`config.mk`:
```
export PLATFORM = sky130hd
export DESIGN_NAME = ram_data_adapter
export DESIGN_NICKNAME = d
export VERILOG_FILES = /design/src/rtl/mem_commutator_pkg.sv /design/src/rtl/ram_byte_merge.sv /design/src/rtl/ram_data_adapter.sv
export SDC_FILE = /design/constraint.sdc
export NUM_CORES = 1
export LEC_CHECK = 0
export CORE_ASPECT_RATIO = 2
export CORE_MARGIN = 2
export CORE_UTILIZATION = 65
export CTS_BUF_LIST = sky130_fd_sc_hd__clkbuf_4
export CTS_CLUSTER_SIZE = 25
export DETAILED_ROUTE_END_ITERATION = 6
export DONT_BUFFER_PORTS = 1
export PLACE_DENSITY = 0.81
export SETUP_SLACK_MARGIN = 0.4
export SLEW_MARGIN = 20
export SYNTH_ARGS = -nofsm -noshare
export SYNTH_HDL_FRONTEND = slang
export SYNTH_SLANG_ARGS = --single-unit
```
`constraint.sdc`:
```
create_clock -name sys_clk -period 2.6 [get_ports sys_clk]
set_clock_uncertainty 0.2 [all_clocks]
set_input_delay 0.52 -clock sys_clk [delete_from_list [all_inputs] [get_ports sys_clk]]
set_output_delay 0.52 -clock sys_clk [all_outputs]
set_load 0.01 [all_outputs]
```
`src/rtl/mem_commutator_pkg.sv`:
```
// Shared definitions for the RAM data adapter: FSM encoding, default
// geometry and timeout, and the word-address range test.
package mem_commutator_pkg;

    typedef enum logic [2:0] {
        ST_IDLE    = 3'd0,
        ST_RD      = 3'd1,
        ST_RD_WAIT = 3'd2,
        ST_WR      = 3'd3,
        ST_ACK     = 3'd4,
        ST_ERR     = 3'd5
    } state_t;

    localparam int         DEF_RAM_WORDS = 513;
    localparam int         DEF_TIMEOUT   = 15;
    localparam logic [3:0] SEL_NONE      = 4'h0;
    localparam logic [3:0] SEL_ALL       = 4'hF;

    // True when the word address lies inside the RAM behind port2.
    function automatic logic word_in_range(input logic [15:0] waddr, input int words);
        return {16'h0, waddr} < words;
    endfunction

endpackage

```
`src/rtl/ram_byte_merge.sv`:
```
// Byte-lane merge for read-modify-write: enabled lanes take the new data,
// the rest keep the word read back from RAM.
module ram_byte_merge (
    input  logic [3:0]  sel,
    input  logic [31:0] new_data,
    input  logic [31:0] old_data,
    output logic [31:0] merged
);

    // Select each byte lane independently from new or old data.
    always_comb begin
        merged = old_data;
        for (int n = 0; n < 4; n++) begin
            if (sel[n]) begin
                merged[8*n +: 8] = new_data[8*n +: 8];
            end
        end
    end

endmodule

```
`src/rtl/ram_data_adapter.sv`:
```
// Data-side bridge from a byte-enabled core request onto a word-wide RAM
// port. Partial writes become read-modify-write; reads wait for the RAM
// acknowledge with a bounded timeout.
//
// state      | meaning
// -----------+----------------------------------------------------------
// ST_IDLE    | waiting for core_stb_i; request latched on acceptance
// ST_RD      | one-cycle read strobe on port2
// ST_RD_WAIT | waiting for ram2_ack_i, bounded by TIMEOUT cycles
// ST_WR      | one-cycle write strobe with full or merged data
// ST_ACK     | one-cycle completion pulse to the core
// ST_ERR     | one-cycle error pulse (range error or read timeout)
module ram_data_adapter
    import mem_commutator_pkg::*;
#(
    parameter int RAM_WORDS = DEF_RAM_WORDS,
    parameter int TIMEOUT   = DEF_TIMEOUT
) (
    input  logic        sys_clk,
    input  logic        sys_rst_n,
    input  logic        core_stb_i,
    input  logic        core_we_i,
    input  logic [3:0]  core_sel_i,
    input  logic [17:0] core_addr_i,
    input  logic [31:0] core_data_i,
    output logic        core_ack_o,
    output logic        core_err_o,
    output logic [31:0] core_data_o,
    output logic        core_busy_o,
    output logic        ram2_stb_o,
    output logic        ram2_we_o,
    output logic [15:0] ram2_addr_o,
    output logic [31:0] ram2_data_o,
    input  logic [31:0] ram2_data_i,
    input  logic        ram2_ack_i
);

    state_t      state;
    logic [3:0]  tmo_cnt;
    logic        we_q;
    logic [3:0]  sel_q;
    logic [31:0] data_q;
    logic [31:0] merged;
    logic        addr_ok;
    logic        unused_addr_bits;

    // Byte offset within the word has no meaning on a word-wide port.
    assign unused_addr_bits = ^core_addr_i[1:0];

    assign addr_ok     = word_in_range(core_addr_i[17:2], RAM_WORDS);
    assign core_busy_o = (state != ST_IDLE);

    ram_byte_merge u_merge (
        .sel      (sel_q),
        .new_data (data_q),
        .old_data (ram2_data_i),
        .merged   (merged)
    );

    // Request sequencing; every output is registered alongside the state.
    always_ff @(posedge sys_clk or negedge sys_rst_n) begin
        if (!sys_rst_n) begin
            state       <= ST_IDLE;
            tmo_cnt     <= '0;
            we_q        <= 1'b0;
            sel_q       <= '0;
            data_q      <= '0;
            core_ack_o  <= 1'b0;
            core_err_o  <= 1'b0;
            core_data_o <= '0;
            ram2_stb_o  <= 1'b0;
            ram2_we_o   <= 1'b0;
            ram2_addr_o <= '0;
            ram2_data_o <= '0;
        end else begin
            core_ack_o <= 1'b0;
            core_err_o <= 1'b0;
            ram2_stb_o <= 1'b0;
            ram2_we_o  <= 1'b0;
            case (state)
                ST_IDLE: begin
                    if (core_stb_i) begin
                        we_q        <= core_we_i;
                        sel_q       <= core_sel_i;
                        data_q      <= core_data_i;
                        ram2_addr_o <= core_addr_i[17:2];
                        tmo_cnt     <= '0;
                        if (!addr_ok) begin
                            state      <= ST_ERR;
                            core_err_o <= 1'b1;
                        end else if (core_we_i && core_sel_i == SEL_NONE) begin
                            state      <= ST_ACK;
                            core_ack_o <= 1'b1;
                        end else if (core_we_i && core_sel_i == SEL_ALL) begin
                            state       <= ST_WR;
                            ram2_stb_o  <= 1'b1;
                            ram2_we_o   <= 1'b1;
                            ram2_data_o <= core_data_i;
                        end else begin
                            // Reads and partial writes both start by fetching the word.
                            state      <= ST_RD;
                            ram2_stb_o <= 1'b1;
                        end
                    end
                end
                ST_RD: begin
                    state   <= ST_RD_WAIT;
                    tmo_cnt <= '0;
                end
                ST_RD_WAIT: begin
                    if (ram2_ack_i) begin
                        if (we_q) begin
                            state       <= ST_WR;
                            ram2_stb_o  <= 1'b1;
                            ram2_we_o   <= 1'b1;
                            ram2_data_o <= merged;
                        end else begin
                            state       <= ST_ACK;
                            core_ack_o  <= 1'b1;
                            core_data_o <= ram2_data_i;
                        end
                    end else if (tmo_cnt == 4'(TIMEOUT - 1)) begin
                        state      <= ST_ERR;
                        core_err_o <= 1'b1;
                    end else begin
                        tmo_cnt <= tmo_cnt + 4'd1;
                    end
                end
                ST_WR: begin
                    state      <= ST_ACK;
                    core_ack_o <= 1'b1;
                end
                ST_ACK, ST_ERR: begin
                    state <= ST_IDLE;
                end
                default: begin
                    state <= ST_IDLE;
                end
            endcase
        end
    end

endmodule

```
==> impl_results.md <==
- Status: finished, violations left
- Failing checks: hold timing
- Synthesized flop and latch total: 128
- Max-Slew Margin vs Limit: 0.486
- Total track usage: 0.385
- Final hold violations: 128
- IO buf count: 0
- P_int: between 4000 and 5000 uW
- Reg clk slew, reported paths: 120 ps
- P per Cell Area: 916 nW/um2
- Clock Tree Buf Depth: 2
- Met3 Wirelength: between 1.5 and 2 mm
- CP cell instances: buf_12, nor3b_4, nand3_2, buf_6, a31oi_1, o211ai_1
- Top Metal Used: met4
- H-Tree Depth: 4
- Critical path endpoint category: register
- Root Buffer: clkbuf_4
- Setup violations, final: 0
- Ys flop type: dfrtp_1
- Unrepaired setup endpoints after global routing: false
- Routed metal-1 wire length: 6.64 mm
- Net Sw Frac: 0.416
- Synthesized area: 6350 um2
- Critical path startpoint category: register
- Fin. max-slew vios: 0
- Die W: ~74 um
- Critical Path Source: state[0]$_DFFE_PN0P_
- Critical path class: register to register
- Synth Instances: roughly 670
- Top cell type's share of synthesized area: 0.505
- Routed Antenna Nets: 0
- Initial Util: 0.659
- Final worst-path cycle share: 0.834
- Reg2Reg Depth: 6
- Largest net degree at the start of global routing: 129
- IR drop worst, VDD: 0.773 mV
- Met2 WL: 10.3 mm
- Die H: 144 um
- Nets@finish: 834
- Slew @ Worst Pin: 764 ps
- WHS: -544 ps
- # IOs: 176
- Final wirelength: 20.1 mm
- GR Overflow Total: 0
- Layout Cells excl Fill: 888
- Leakage: around 0.0032 uW
- Max Fclk: 0.461 GHz
- TNS Setup: 0 ps
- Number of synthesized flops with an enable pin: 0
- Synth Area per Inst: between 9 and 10 um2
- Post-synthesis net count: 761
- CP bufs+invs: 2
- Router iterations before antenna repair: 5
- Gate power share: 0.340
- Initial antenna violation count: 2
- Core area: 9640 um2
- Hold WC Path Type: primary input to asynchronous set/reset pin
- Flop pwr share: 0.479
- Dpl cells: 758
- Vias per cell: around 6.8
- Register-to-register setup slack: about 430 ps
- Reg-to-Reg Start: state[0]$_DFFE_PN0P_
- Ys Warns: 0
- First-pass GRT wire length: just over 30 mm
- Vias in the first global route: 6233
- Slowest Stage Delay on Critical Path: 500 ps
- Crit path max-delay family: flip-flops
- Reg-to-Reg End: ram2_data_o[11]$_DFFE_PN0P_
- CP Max Fanout: 66
- FFs w/ async S/R, synth: 1.00
- Worst Path Required: 2810 ps
- DR vias: 6073
- Rows: 51
- Crit path max-delay cell type: dfrtp_2
- Post-DP HPWL: 11.0 mm
- Clock Latency Late Sink: ~540 ps
- Max Cap Violations: 0
- DRC viols: 0
- Synth area leader: dfrtp_1
- WP data arrival: 2380 ps
- Sink Count: 128
- Clock share of power: 0.181
- Min Tclk post-route: 2170 ps
- Die area: 10600 um2
- Sequential area share after synthesis: 0.505
- Number of DRC markers in iteration 0: 636
- Post-synthesis cell type count: 39
- Final GP Congestion: 0.844
- PnR Total Power: 7060 uW
- Layout cells sized above 1: 0.135
- TritonCTS Buffers: 17
- CTS tree: yes
- Routed WL per cell: 22.6 um
- Area Growth Syn to Fin: 21.5%
- Switching power: 2940 uW
- Ranking of synthesized cells by area: dfrtp_1 (50%), nand2_1 (11%), o211ai_1 (11%)
worst max path at each step:
stage                                   to  depth (start not counted)
2_1_floorplan  ram2_data_o[24]$_DFFE_PN0P_                          6
3_3_place_gp          state[1]$_DFFE_PN0P_                          5
3_5_place_dp          state[1]$_DFFE_PN0P_                          5
4_1_cts                        core_busy_o                          1
5_1_grt             tmo_cnt[2]$_DFFE_PN0P_                          5
6_report       ram2_data_o[11]$_DFFE_PN0P_                          6
synthesized netlist by cell type, drive strengths merged (4+ instances only):
library cell    n
inv             4
o211ai         96
nor3           36
nor2            6
buf            21
o21ai           8
nand2         193
nand3           4
dfrtp         128
nor4            4
clkbuf         38
mux2i          32
a31oi          32
mux2           32
cell type report:
type	instances	area, um2
Clock buffer	17	128
Tap cell	132	165
Multi-Input combinational cell	477	2940
Fill cell	557	1920
Sequential cell	128	3210
Inverter	4	15.0
Antenna cell	2	5.00
Clock inverter	15	134
Timing Repair Buffer	113	1120
layer usage:
metal / vias to the layer above / track usage
li1: 2548 / -
met1: 2914 / 0.439
met2: 481 / 0.612
met3: 130 / 0.117
met4: 0 / 0.249
met5: - / 0
cells in the final DEF (no fill, tap or decap), types with 4 or more instances in the layout:
master / netlist / layout
nor2_1: 6 / 6
mux2i_1: 32 / 32
nand2_1: 193 / 193
o211ai_1: 96 / 96
inv_1: 4 / 4
mux2_2: 32 / 32
a31oi_1: 32 / 32
buf_4: 0 / 19
nor3_1: 36 / 36
dfrtp_1: 128 / 125
clkbuf_4: 0 / 17
dlygate4sd3_1: 0 / 87
o21ai_0: 5 / 5
clkinv_4: 0 / 4
inv_6: 0 / 4
nor4_1: 4 / 4
through the flow:
stage | instance area [um2] | setup slack (ps) | utilization | hold slack, ps
floorplan | 6350 | 574 | - | 24.4
global placement | 6450 | 393 | 0.670 | 28.0
detailed placement | 6450 | 340 | 0.670 | 27.9
CTS | 7600 | 424 | 0.789 | -573
global route | 7710 | 374 | 0.800 | -593
finish | 7710 | 432 | 0.800 | -544
worst reg2reg max path, stage by stage (launching register included):
cell and delay (ps):
dfrtp_2 500, buf_12 160, nor3b_4 320, nand3_2 120, buf_6 260, a31oi_1 340
o211ai_1 160
logic make-up after synthesis:
family	after synthesis	synth area share
adders and majority gates	2	0.00394
muxes	64	0.107
DFF	128	0.505
xor gates and xnor gates	3	0.00414
buffers and inverters	63	0.0394
AOI/OAI and AO/OA	150	0.169
and+or+nand+nor	258	0.172
sequential cells by signal, summed over array words and instances (netlist names), 3 cells and up:
signal / cells
ram2_addr_o: 16
state: 3
sel_q: 4
data_q: 32
core_data_o: 32
ram2_data_o: 32
tmo_cnt: 4
timing repair:
item	4_1_cts	5_1_grt
hold endpoints to repair	215	129
pin swaps	0	2
buffers inserted	3	6
gates resized for setup	3	8
hold buffers	86	1
endpoints found under the setup margin	19	32
power groups by stage:
stage / clock, uW / combinational, uW / sequential, uW
6_report: 1280 / 2400 / 3380
5_1_grt: 1380 / 2610 / 3460
4_1_cts: 1290 / 2150 / 3350
3_5_place_dp: 0 / 1980 / 3410
3_3_place_gp: 0 / 1880 / 3370
2_1_floorplan: 0 / 1720 / 3130
No activity file was read; power rests on OpenSTA's default activity.
